File: src/rtl/alu_req_arbiter_pkg.sv
// Shared opcode constants and FSM state encoding for the two-requester ALU arbiter.
package alu_req_arbiter_pkg;

    localparam logic [2:0] OP_ADD   = 3'b000;
    localparam logic [2:0] OP_SUB   = 3'b001;
    localparam logic [2:0] OP_AND   = 3'b010;
    localparam logic [2:0] OP_OR    = 3'b011;
    localparam logic [2:0] OP_XOR   = 3'b100;
    localparam logic [2:0] OP_NOR   = 3'b101;
    localparam logic [2:0] OP_NOTA  = 3'b110;
    localparam logic [2:0] OP_PASSB = 3'b111;

    typedef enum logic [1:0] {
        ST_IDLE = 2'd0,
        ST_EXEC = 2'd1,
        ST_RESP = 2'd2
    } state_t;

endpackage

File: src/rtl/alu_req_arbiter_alu4_core.sv
// Purely combinational 4-bit ALU: result, carry/borrow and even-parity of the result.
module alu4_core
    import alu_req_arbiter_pkg::*;
(
    input  logic [2:0] op_i,
    input  logic [3:0] a_i,
    input  logic [3:0] b_i,
    output logic [3:0] result_o,
    output logic       carry_o,
    output logic       parity_o
);

    logic [4:0] sum5;
    logic [4:0] diff5;

    assign sum5  = {1'b0, a_i} + {1'b0, b_i};
    // Bit 4 of the 5-bit difference is the borrow: set exactly when a_i < b_i.
    assign diff5 = {1'b0, a_i} - {1'b0, b_i};

    always_comb begin
        result_o = 4'd0;
        carry_o  = 1'b0;
        case (op_i)
            OP_ADD:   begin result_o = sum5[3:0];  carry_o = sum5[4];  end
            OP_SUB:   begin result_o = diff5[3:0]; carry_o = diff5[4]; end
            OP_AND:   result_o = a_i & b_i;
            OP_OR:    result_o = a_i | b_i;
            OP_XOR:   result_o = a_i ^ b_i;
            OP_NOR:   result_o = ~(a_i | b_i);
            OP_NOTA:  result_o = ~a_i;
            OP_PASSB: result_o = b_i;
            default:  result_o = 4'd0;
        endcase
    end

    assign parity_o = ^result_o;

endmodule

File: src/rtl/alu_req_arbiter.sv
// Round-robin arbiter feeding one shared 4-bit ALU; one operation in flight, IDLE -> EXEC -> RESP.
module alu_req_arbiter
    import alu_req_arbiter_pkg::*;
#(
    parameter bit CHAIN_EN = 1'b1
) (
    input  logic       clk,
    input  logic       rst,
    input  logic       req0_valid,
    output logic       req0_ready,
    input  logic [2:0] req0_op,
    input  logic [3:0] req0_a,
    input  logic [3:0] req0_b,
    input  logic       req0_chain,
    input  logic       req1_valid,
    output logic       req1_ready,
    input  logic [2:0] req1_op,
    input  logic [3:0] req1_a,
    input  logic [3:0] req1_b,
    input  logic       req1_chain,
    output logic       rsp_valid,
    input  logic       rsp_ready,
    output logic       rsp_id,
    output logic [3:0] rsp_result,
    output logic       rsp_carry,
    output logic       rsp_parity,
    output logic       busy
);

    state_t     state_q, state_d;
    logic       rr_q, rr_d;
    logic [3:0] last_q;
    logic       rsp_id_q;
    logic [3:0] rsp_result_q;
    logic       rsp_carry_q;
    logic       rsp_parity_q;

    logic [2:0] op_q;
    logic [3:0] a_q;
    logic [3:0] b_q;
    logic       chain_q;
    logic       id_q;

    logic       grant_any;
    logic       grant_id;
    logic [3:0] b_eff;
    logic [3:0] alu_result;
    logic       alu_carry;
    logic       alu_parity;

    // The pointer only breaks ties; a lone request always wins.
    assign grant_any  = !rst && (state_q == ST_IDLE) && (req0_valid || req1_valid);
    assign grant_id   = (req0_valid && req1_valid) ? rr_q : req1_valid;
    assign req0_ready = grant_any && !grant_id;
    assign req1_ready = grant_any &&  grant_id;

    always_ff @(posedge clk) begin
        if (grant_any) begin
            op_q    <= grant_id ? req1_op    : req0_op;
            a_q     <= grant_id ? req1_a     : req0_a;
            b_q     <= grant_id ? req1_b     : req0_b;
            chain_q <= CHAIN_EN && (grant_id ? req1_chain : req0_chain);
            id_q    <= grant_id;
        end
    end

    assign b_eff = chain_q ? last_q : b_q;

    alu4_core u_alu (
        .op_i     (op_q),
        .a_i      (a_q),
        .b_i      (b_eff),
        .result_o (alu_result),
        .carry_o  (alu_carry),
        .parity_o (alu_parity)
    );

    always_comb begin
        state_d = state_q;
        rr_d    = rr_q;
        case (state_q)
            ST_IDLE: if (grant_any) state_d = ST_EXEC;
            ST_EXEC: state_d = ST_RESP;
            ST_RESP: begin
                if (rsp_ready) begin
                    state_d = ST_IDLE;
                    rr_d    = ~rsp_id_q;
                end
            end
            default: state_d = ST_IDLE;
        endcase
    end

    always_ff @(posedge clk or posedge rst) begin
        if (rst) begin
            state_q      <= ST_IDLE;
            rr_q         <= 1'b0;
            last_q       <= 4'd0;
            rsp_id_q     <= 1'b0;
            rsp_result_q <= 4'd0;
            rsp_carry_q  <= 1'b0;
            rsp_parity_q <= 1'b0;
        end else begin
            state_q <= state_d;
            rr_q    <= rr_d;
            if (state_q == ST_EXEC) begin
                last_q       <= alu_result;
                rsp_id_q     <= id_q;
                rsp_result_q <= alu_result;
                rsp_carry_q  <= alu_carry;
                rsp_parity_q <= alu_parity;
            end
        end
    end

    assign rsp_valid  = (state_q == ST_RESP);
    assign busy       = (state_q != ST_IDLE);
    assign rsp_id     = rsp_id_q;
    assign rsp_result = rsp_result_q;
    assign rsp_carry  = rsp_carry_q;
    assign rsp_parity = rsp_parity_q;

endmodule

File: config.mk
export PLATFORM = sky130hd
export DESIGN_NAME = alu_req_arbiter
export DESIGN_NICKNAME = d
export VERILOG_FILES = /design/src/rtl/alu_req_arbiter_pkg.sv /design/src/rtl/alu_req_arbiter_alu4_core.sv /design/src/rtl/alu_req_arbiter.sv
export SDC_FILE = /design/constraint.sdc
export NUM_CORES = 1
export LEC_CHECK = 0
export ABC_AREA = 1
export CORE_MARGIN = 2
export CORE_UTILIZATION = 29
export CTS_CLUSTER_DIAMETER = 120
export DETAILED_ROUTE_END_ITERATION = 8
export PLACE_DENSITY_LB_ADDON = 0.3
export SLEW_MARGIN = 20
export SYNTH_ARGS = -nofsm -noshare
export SYNTH_HDL_FRONTEND = slang
export SYNTH_HIERARCHICAL = 1
export SYNTH_SLANG_ARGS = --single-unit
File: constraint.sdc
create_clock -name clk -period 4.9 [get_ports clk]
set_clock_uncertainty 0.15 [all_clocks]
set_input_delay 0.49 -clock clk [delete_from_list [all_inputs] [get_ports clk]]
set_output_delay 0.49 -clock clk [all_outputs]
set_load 0.005 [all_outputs]
* Word level (Yosys, flattened, before mapping) *
Cells that the tools add are included.

operators by class
  add/subtract/negate cells = 2
  multiply operators = 0
  divide/modulo/power cells = 0
  magnitude comparators = 0
  equal/unequal tests = 11
  shift-type cells = 0
  muxes and demuxes = 11
  bitwise logic cells = 6
  reductions and logical operators = 14

operators by type and width
  operator                                               count
  case mux 4 bit (8 select lines)                        1
  equality test 3 bit, second input constant             4
  two-way mux 4 bit                                      3
  NOT 4 bit                                              2
  equality test 3 x 2 -> 1 bit, second input constant    2
  case mux 2 bit (3 select lines)                        1
  adder 4 x 4 -> 5 bit                                   1
  logical AND 1 bit                                      5
  subtractor 4 x 4 -> 5 bit                              1
  AND 4 bit                                              1
  two-way mux 2 bit                                      2
  bitwise OR 4 bit                                       1
  AND reduction 2 bit                                    2
  XOR reduction 4 bit                                    1
  XOR 4 bit                                              1
  equality test 3 x 1 -> 1 bit, second input constant    1
  zero test 3 bit                                        1
  two-way mux 3 bit                                      1
  equality test 2 x 1 -> 1 bit, second input constant    1
  equality test 2 bit, second input constant             1
  zero test 1 bit                                        2
  zero test 2 bit                                        1
  two-way mux 1 bit                                      2
  inequality test 2 x 1 -> 1 bit, second input constant  1
  5 further kinds                                        5

storage, ports and cells
  bits in registers = 23
  latch bits = 0
  bits in writable memories = 0
  memory bits (read-only) = 0
  memories = 0

* Logic depth before layout (Yosys ltp) *
Gate-level depths: netlist (run 1).

  word-level depth = 5
  mapped depth = 17
  gate-level depth less buffers = 17

* Cells and area by module *
The synthesis (run 1) kept the hierarchy.

modules (own cells, without submodules)
  module           instances  cells an instance  area an instance (um^2)  sequential area each (um^2)
  alu_req_arbiter  1          122                1093.5                   640.6
  alu4_core        1          154                799.5                    0.0

* Least setup slack after synthesis (run 1) *
Ideal clock, no wire load.

  kind = register to register
  from = register chain_q
  to = register rsp_parity_q, in the netlist rsp_parity
  setup time = 0.116 ns
  arrival = 2.167 ns
  required time = 4.634 ns
  path slack = 2.467 ns
  cell stages (with the launch flop) = 17
  path buffers = 0
  path through = edfxtp_1 > o21ai_0 > inv_1 > ha_1 > inv_1 > nand2_1 > nand2_1 > nand2_1 > nand2_1 > nand3_1 > nand3_1 > nand2_1 > nand2_1 > nand3_1 > nand2_1 > nand3_1 > nand2_1

on the way
  word-level cells in the longest chain between the ends = 5
  elaborated cells between the ends (all ways) = 9
  those cells by class = add/sub: 2; mux: 2; bitwise: 4; reduce/logical: 1

ends and longest elaborated chain
  what                                                                               line                             RTL
  start, declared                                                                    alu_req_arbiter.sv:41            logic chain_q;
  start signal, assigned                                                             alu_req_arbiter.sv:62            chain_q <= CHAIN_EN && (grant_id ? req1_chain : req0_chain);
  two-way mux 4 bit (*)                                                              alu_req_arbiter.sv:67            assign b_eff = chain_q ? last_q : b_q;
  named net b_eff[1]                                                                 alu_req_arbiter.sv:46            logic [3:0] b_eff;
  parallel branches: the longest is 2 deep, another holds subtractor 4 x 4 -> 5 bit  -
  case mux 4 bit (8 select lines) (*)                                                alu_req_arbiter_alu4_core.sv:23  case (op_i)
  XOR reduction 4 bit (*)                                                            alu_req_arbiter_alu4_core.sv:36  assign parity_o = ^result_o;
  named net alu_parity                                                               alu_req_arbiter.sv:49            logic alu_parity;
  end signal, assigned                                                               alu_req_arbiter.sv:111           rsp_parity_q <= alu_parity;
  end, declared                                                                      alu_req_arbiter.sv:36            logic rsp_parity_q;

Mark *: on every way through the listed nets, which the timed path passes.
A chain may end at the register's enable or synchronous reset.

* Worst setup path after layout (run 1) *
  from = input port req1_valid
  to = output port req0_ready

on the way
  word-level cells in the longest chain between the ends = 4
  elaborated cells between the ends (all ways) = 6
  those cells by class = mux: 1; reduce/logical: 5

ends and longest elaborated chain
  what                   line                   RTL
  start, declared        alu_req_arbiter.sv:15  input logic req1_valid,
  logical AND 1 bit      alu_req_arbiter.sv:53  assign grant_id = (req0_valid && req1_valid) ? rr_q : req1_valid;
  two-way mux 1 bit      alu_req_arbiter.sv:53
  zero test 1 bit        alu_req_arbiter.sv:54  assign req0_ready = grant_any && !grant_id;
  logical AND 1 bit (*)  alu_req_arbiter.sv:54
  end, declared          alu_req_arbiter.sv:10  output logic req0_ready,

Mark *: on every way between the ends. The rest lies on a longest branch, timed or not.

==> results.yml, run 1 <==
final_layout:
  drive_above_1_share_pct: 4.49
  diodes: 0
  fillers: 705
  nets: 356
  syn_to_final_growth_pct: 25.1
yosys:
  syn-instance-count: 276
  synth_top_cells_by_count: "nand2_1 (93), nand3_1 (40), inv_1 (39)"
  synth.area.mux_share_pct: 0
  syn_area_per_cell_um2: 6.86
  synth_seq_cells: 23
  yosysTopAreaCellShare_pct: 20.6
  synth_xor_area_share_pct: 0.463
  synth_top_area_cell: "edfxtp_1"
  synth_area_leaders: "edfxtp_1 (21%), nand2_1 (18%), dfrtp_1 (13%)"
  ys_warn_count: 6
  ys_seq_area_share_pct: 33.8
  synth.cell_area_mm2: 0.00189
  async_flop_share_pct: 43.5
  synth_most_common_cell: "nand2_1"
  synth_top_family_by_area: "simple AND/OR/NAND/NOR gates"
  synth_flop_cell: "edfxtp_1"
  synth-adder-area-share_pct: 10.0
  ys_types: 23
  synth-simple-area-share_pct: 40.9
  synth_nets: 319
  synth_edf_count: 13
  synth_compound_area_share_pct: 3.57
setup_path:
  arrival_ns: 2.18
  worstReg2RegStart: "chain_q$_DFFE_PP_"
  cp-start-kind: "input pin"
  crit_slowest_cell: "clkdlybuf4s50_1"
  crit_path_max_incr_delay_ns: 0.76
  ff2ff_setup_slack_ns: 2.12
  r2r-end: "rsp_parity$_DFFE_PP0N_"
  path_class: "input pin to output port"
  rr_worst_depth: 16
  required_ns: 4.26
  path_max_fanout: 14
  cp_cell_sequence: "clkdlybuf4s50_1, inv_1, nand2_1, nand3_2, nor2_1, clkdlybuf4s50_1"
  critPathCaptureType: "output port"
  crit_top_cell: "clkdlybuf4s50_1"
power:
  power.leakage_nw: 1.24
  cellPowerDensity_mw_per_mm2: 363
  ir_worst_vdd_mv: 0.123
route:
  vias: 1776
  drt_iter0_drc: 122
  firstDrtPassIters: 4
  post-route-drc-count: 0
  drt-total-wl_um: 4120
  via_per_inst: 4.57
  ant_nets: 0
  routedWlPerCell_um: 10.6
floorplan:
  fp.dieArea_mm2: 0.00719
  die_w_um: 84.8
  initial_core_util_pct: 30.0
  dieHeight_um: 84.8
  io_pins: 40
  num_rows: 29
  core_area_mm2: 0.00631
sta:
  whs_ns: 0.333
  setup_viol: 0
  hold_viol: 0
  tightest_slew_ns: 0.753
  slew-limit-headroom_pct: 49.3
  rsz0062_at_grt: "false"
  drv_slew: 0
  clock.fmax_mhz: 355
  setup-tns-final_ns: 0
  finalCriticalPeriod_ns: 2.82
  finalCritPeriodShare_pct: 57.5
clock_tree:
  hold_buffers: 0
  h-tree-depth: 1
  clkTransAtPathRegs_ns: 0.08
  cts_buffers: 3
  cts_tree: "yes"
  cts_setup_buffers: 0
  insertion_delay_ns: 0.26
  post_cts_resized: 0
  clock_path_buffers: 2
  clockRootBuffer: "clkbuf_8"
  cts_sinks: 23
status:
  status: "completed"
hold_path:
  hold_path_startpoint: "rsp_carry$_DFFE_PP0N_"
  holdPathEnd: "rsp_carry$_DFFE_PP0N_"
  hold-path-cell-count: 2
  hold_path.class: "flip-flop to flip-flop"
global_routing:
  grtUsageTotal_pct: 12.2
  grt_max_degree: 16
  antenna_found_initial: 0
  grt_pass1_wl_um: 7280
  grt_pass1_vias: 1651
  overflow: 0
place:
  dp_hpwl_um: 3440
  portBuffers: 39
  place_congestion: 0.900
flow_run:
  cap_violations: 0
==> logic make-up after synthesis <==
family | count (synthesis)
AND/OR/NAND/NOR | 177
buffers and inverters | 48
flip-flops | 23
adder cells (fa/ha/maj) | 14
AO/OA/AOI/OAI | 13
XOR/XNOR | 1
==> sequential cells by signal, summed over array words and instances (netlist names) <==
signal,cells
rr_q,1
rsp_result,4
rsp_id,1
b_q,4
rsp_carry,1
state_q,2
op_q,3
rsp_parity,1
chain_q,1
a_q,4
id_q,1
==> worst max path at each step <==
stage | startpoint | end | slack [ns] | cells after the start
detailed placement | req1_valid | req1_ready | 2.07 | 4
CTS | req1_valid | req0_ready | 2.06 | 6
finish | req1_valid | req0_ready | 2.08 | 6
global placement | req1_valid | req0_ready | 2.07 | 6
global route | chain_q$_DFFE_PP_ | rsp_parity$_DFFE_PP0N_ | 1.77 | 16
floorplan | chain_q$_DFFE_PP_ | rsp_parity$_DFFE_PP0N_ | 2.47 | 16
==> through the flow <==
step | instance area [um2] | setup slack, ns | util [%] | cells | total power (W)
after detailed placement | 2320 | 2.07 | 36.8 | 385 | 0.000753
after CTS | 2370 | 2.06 | 37.5 | 389 | 0.000869
after floorplan | 1890 | 2.47 | - | 276 | 0.000604
after global placement | 2320 | 2.07 | 36.8 | 385 | 0.000751
final | 2370 | 2.08 | 37.5 | 389 | 0.000859
after global routing | 2370 | 1.77 | 37.5 | 389 | 0.000952
==> cell type report <==
type	count	area (um2)	share of cell area (%)
sequential	23	641	27.0
inverter	41	154	6.50
multi-input combinational	205	1040	44.0
timing repair buffer	39	390	16.5
clock buffer	3	41.3	1.74
clock inverter	1	5.00	0.211
tap	77	96.3	4.07
==> routing by layer <==
| metal | vias up | part of all wire [%] | global-route usage, % |
|---|---|---|---|
| met5 | - | 0 | 0 |
| met4 | 0 | 2.5 | 4.76 |
| met3 | 9 | 4.3 | 1.38 |
| met2 | 54 | 43 | 19.4 |
| met1 | 760 | 50 | 16.9 |
| li1 | 953 | - | - |
==> critical path, delay by kind of cell <==
kind	cells	cell delay, ns
AND/OR/NAND/NOR	3	0.30
buffers and inverters	3	1.39
==> cell usage in the layout, fill, tap and decap left out <==
| cell | Yosys | routed |
|---|---|---|
| nand3_2 | 2 | 2 |
| dfrtp_1 | 10 | 10 |
| edfxtp_1 | 13 | 13 |
| ha_1 | 12 | 12 |
| nand3_1 | 40 | 40 |
| o31ai_1 | 1 | 1 |
| nand2_2 | 2 | 2 |
| o21ai_1 | 1 | 1 |
| inv_2 | 2 | 2 |
| nor2_1 | 25 | 25 |
| or2_1 | 1 | 1 |
| nand2_1 | 93 | 93 |
| nor2_2 | 3 | 3 |
| clkinv_2 | 0 | 1 |
| o21ai_0 | 8 | 8 |
| nand2_4 | 1 | 1 |
| xnor2_1 | 1 | 1 |
| a21oi_1 | 3 | 3 |
| clkbuf_8 | 0 | 3 |
| clkdlybuf4s50_1 | 0 | 39 |
| inv_1 | 39 | 39 |
| nand4_1 | 10 | 10 |
| fa_1 | 2 | 2 |
==> power by group <==
group | switching (W) | internal, W | total (W)
combinational | 0.000244 | 0.000192 | 0.000436
sequential | 0.0000500 | 0.000261 | 0.000311
clock | 0.0000558 | 0.0000566 | 0.000112
Power figures use the tool's default switching activity.
==> inputs of run 2 (changes only) <==
clock period = 2.8 ns   (was 4.9 ns; I/O delays follow)
==> results.yml, run 2 (synthesis gave the netlist of run 1 again) <==
status:
  status: "completed"
global_routing:
  antenna_found_initial: 0
  grt_max_degree: 16
  grtUsageTotal_pct: 13.3
  busiest_layer: "met2"
  grt_use_met3_pct: 1.28
  use_met1_pct: 18.4
  grt_pass1_wl_um: 7910
  grt_pass1_vias: 1719
  overflow: 0
  use_met2_pct: 22.0
sta:
  rsz0062_at_grt: "false"
  tightest_slew_ns: 0.476
  clock.fmax_mhz: 403
  setup_viol: 0
  setup-tns-final_ns: 0
  hold_viol: 0
  slew-limit-headroom_pct: 68.3
  layout_setup_ws_ns: 0.319
  finalCriticalPeriod_ns: 2.48
  drv_slew: 0
  finalCritPeriodShare_pct: 88.6
setup_path:
  crit_top_cell: "nand2_1"
  worstReg2RegStart: "chain_q$_DFFE_PP_"
  crit_path_max_incr_delay_ns: 0.47
  path_max_fanout: 8
  cp-start-kind: "flip-flop"
  crit_buf_inv: 3
  arrival_ns: 2.49
  required_ns: 2.81
  cp_cell_sequence: "buf_4, nand2_1, o21ai_0, buf_4, inv_1, ha_2, xnor2_1, nor2_1, nor2_1, nand2_1, nor2_2, nand3_1, nand3_1, nand2_1, nand3_1, nand2_1"
  critPathCaptureType: "flip-flop"
  crit_slowest_cell: "edfxtp_1"
  cp-startpoint: "chain_q$_DFFE_PP_"
  path_class: "flip-flop to flip-flop"
  crit_family: "simple AND/OR/NAND/NOR gates"
power:
  power.leakage_nw: 1.27
  power_w: 0.00155
  cellPowerDensity_mw_per_mm2: 640
  ir_worst_vdd_mv: 0.262
place:
  dp_slack_ns: 0.220
  dp_hpwl_um: 3780
  place_congestion: 0.987
  portBuffers: 39
route:
  vias: 1831
  firstDrtPassIters: 4
  ant_nets: 0
  via_per_inst: 4.64
  drt-total-wl_um: 4510
  post-route-drc-count: 0
  routedWlPerCell_um: 11.4
  drt_iter0_drc: 149
final_layout:
  post-route-util_pct: 38.4
  fillers: 688
  final_common_cell: "nand2_1"
  most-common-layout-cells: "nand2_1 (93), nand3_1 (40), inv_1 (39), clkdlybuf4s50_1 (39), nor2_1 (23)"
  syn_to_final_growth_pct: 28.0
  nets: 362
  diodes: 0
  drive_above_1_share_pct: 7.23
floorplan:
  die_w_um: 84.8
  fp.dieArea_mm2: 0.00719
  num_rows: 29
  dieHeight_um: 84.8
  io_pins: 40
  core_area_mm2: 0.00631
  initial_core_util_pct: 30.0
clock_tree:
  clock_path_buffers: 2
  cts_tree: "yes"
  clkTransAtPathRegs_ns: 0.08
  insertion_delay_ns: 0.26
  h-tree-depth: 1
  cts_buffers: 3
  hold_buffers: 0
  clockRootBuffer: "clkbuf_8"
  cts_sinks: 23
hold_path:
  hold_path.class: "input pin to async pin"
flow_run:
  cap_violations: 0
## run 2: path summary, 6_finish.rpt
path / endpoint / slack, ns / cells after the start
worst max register to register: rsp_parity$_DFFE_PP0N_ / 0.32 / 16
worst min-delay path: rsp_id$_DFFE_PP0N_ / 0.23 / 3
min in group clk: rsp_carry$_DFFE_PP0N_ / 0.34 / 2
worst min register to register: rsp_carry$_DFFE_PP0N_ / 0.34 / 2
worst max-delay path: rsp_parity$_DFFE_PP0N_ / 0.32 / 16
max in group asynchronous: rsp_result[3]$_DFFE_PP0N_ / 2.11 / 3
## run 2: cell type report
cell class	instances	area [um2]	share of cell area, %
flip-flops and latches	23	641	26.4
inverters	41	154	6.35
repair buffers	45	435	18.0
clock buffers	4	45.0	1.86
multi-input cells	205	1050	43.4
well taps	77	96.3	3.98
## run 2: worst reg2reg max path, cell delays in order (launching register included)
cell	delay (ns)
edfxtp_1	0.47
buf_4	0.18
nand2_1	0.05
o21ai_0	0.07
buf_4	0.15
inv_1	0.08
ha_2	0.33
xnor2_1	0.17
nor2_1	0.05
nor2_1	0.13
nand2_1	0.09
nor2_2	0.11
nand3_1	0.08
nand3_1	0.08
nand2_1	0.05
nand3_1	0.08
nand2_1	0.06
## run 2: through the flow
step,hold slack [ns],cell area [um2],cells
after floorplan,-0.0139,1890,276
after detailed placement,0.320,2360,390
after global routing,0.236,2420,395
final,0.233,2420,395
after global placement,0.318,2360,390
after CTS,0.236,2400,394
## run 2: metal layers
layer	wire length, um	vias to the layer above
met5	0	-
met2	2120	60
met1	2080	799
met4	78	0
met3	229	9
li1	-	963
## run 2: what timing repair did
item,CTS,global route
endpoints found under the hold margin,0,0
setup endpoints to repair,0,1
resized for setup,0,5
buffers inserted,0,1
## run 2: power by group
part	leakage, nW	internal (W)	total (W)	switching [W]
Combinational	0.996	0.000360	0.000806	0.000446
Sequential	0.249	0.000456	0.000548	0.0000917
Clock	0.0228	0.000101	0.000195	0.0000942
==> inputs of run 3 (changes only) <==
clock period = 2.95 ns   (was 2.8 ns; I/O delays follow)
==> results.yml, run 3 (synthesis gave the netlist of run 1 again) <==
floorplan:
  dieHeight_um: 84.8
  fp.dieArea_mm2: 0.00719
  core_area_mm2: 0.00631
  die_w_um: 84.8
  io_pins: 40
  num_rows: 29
  initial_core_util_pct: 30.0
sta:
  tightest_slew_ns: 0.464
  drv_slew: 0
  slew-limit-headroom_pct: 69.1
  finalCritPeriodShare_pct: 87.0
  hold_viol: 0
  clock.fmax_mhz: 390
  rsz0062_at_grt: "false"
  finalCriticalPeriod_ns: 2.57
  layout_setup_ws_ns: 0.383
  whs_ns: 0.233
  setup_viol: 0
  setup-tns-final_ns: 0
global_routing:
  grtUsageTotal_pct: 13.1
  grt_max_degree: 16
  grt_pass1_wl_um: 7810
  grt_pass1_vias: 1712
  antenna_found_initial: 0
  overflow: 0
final_layout:
  most-common-layout-cells: "nand2_1 (93), nand3_1 (40), inv_1 (39), clkdlybuf4s50_1 (39), nor2_1 (25)"
  final_common_cell: "nand2_1"
  diodes: 0
  fin_area_mm2: 0.00241
  nets: 362
  fillers: 677
  syn_to_final_growth_pct: 27.4
  post-route-util_pct: 38.2
  drive_above_1_share_pct: 5.97
route:
  vias: 1833
  drt_iter0_drc: 202
  firstDrtPassIters: 4
  post-route-drc-count: 0
  routedWlPerCell_um: 11.3
  ant_nets: 0
  via_per_inst: 4.64
  drt-total-wl_um: 4470
power:
  cellPowerDensity_mw_per_mm2: 609
  power.leakage_nw: 1.27
  ir_worst_vdd_mv: 0.228
clock_tree:
  cts_setup_buffers: 0
  insertion_delay_ns: 0.26
  hold_buffers: 0
  clkTransAtPathRegs_ns: 0.08
  cts_tree: "yes"
  clock_path_buffers: 2
  post_cts_resized: 0
  h-tree-depth: 1
  clockRootBuffer: "clkbuf_8"
  cts_buffers: 3
  cts_sinks: 23
status:
  status: "completed"
place:
  placed_area_mm2: 0.00236
  dp_slack_ns: 0.367
  place_congestion: 0.987
  dp_hpwl_um: 3750
  portBuffers: 39
setup_path:
  rr_worst_depth: 15
  path_class: "flip-flop to flip-flop"
  path_max_fanout: 7
  arrival_ns: 2.58
  worstReg2RegStart: "chain_q$_DFFE_PP_"
  cp-start-kind: "flip-flop"
  cp-startpoint: "chain_q$_DFFE_PP_"
  required_ns: 2.96
  critPathCaptureType: "flip-flop"
hold_path:
  hold_path.class: "input pin to async pin"
flow_run:
  cap_violations: 0
[run 3: cell count changes in the layout (fill, tap and decap cells not counted)]
cell,before,now
ha_1,10,12
nor2_1,23,25
o21ai_1,2,1
nor2_2,5,3
ha_2,2,0
o21ai_0,7,8
[run 3: area by class of cell]
type | count | area, um2 | area share, %
Sequential cell | 23 | 641 | 26.6
Tap cell | 77 | 96.3 | 3.99
Inverter | 41 | 154 | 6.38
Clock buffer | 4 | 45.0 | 1.87
Multi-Input combinational cell | 205 | 1040 | 43.2
Timing Repair Buffer | 45 | 435 | 18.0
[run 3: per-layer routing]
layer / GRT usage, % / up-vias / share of wire (%)
met3: 1.28 / 10 / 5.5
met2: 22.5 / 67 / 47
li1: - / 960 / -
met5: 0 / - / 0
met4: 4.18 / 0 / 2.4
met1: 17.4 / 796 / 45
[run 3: critical path, cell delays in order, from the launching register on]
cell      delay (ns)
edfxtp_1        0.47
o21ai_0         0.38
ha_1            0.28
fa_1            0.42
inv_1           0.06
nand3_1         0.09
nand2_1         0.08
nor2_1          0.04
nand2_1         0.05
nand2_1         0.06
nand2_1         0.06
nand2_1         0.06
nand3_1         0.07
nand2_1         0.05
nand3_1         0.07
nand2_1         0.06
[run 3: worst paths after layout]
path / slack, ns / end
min in group clk: 0.33 / rsp_parity$_DFFE_PP0N_
max in group asynchronous: 2.27 / rsp_result[3]$_DFFE_PP0N_
worst min register to register: 0.33 / rsp_parity$_DFFE_PP0N_
worst max-delay path: 0.38 / rsp_parity$_DFFE_PP0N_
worst max register to register: 0.38 / rsp_parity$_DFFE_PP0N_
worst min-delay path: 0.23 / rsp_id$_DFFE_PP0N_
[run 3: power by group]
group / internal (W) / switching, W
logic: 0.000338 / 0.000422
clock network: 0.0000964 / 0.0000933
registers: 0.000433 / 0.0000858
[run 3: through the flow]
stage / total power (W) / instances
CTS: 0.00147 / 394
global placement: 0.00128 / 390
finish: 0.00147 / 395
global route: 0.00162 / 395
floorplan: 0.00100 / 276
detailed placement: 0.00128 / 390
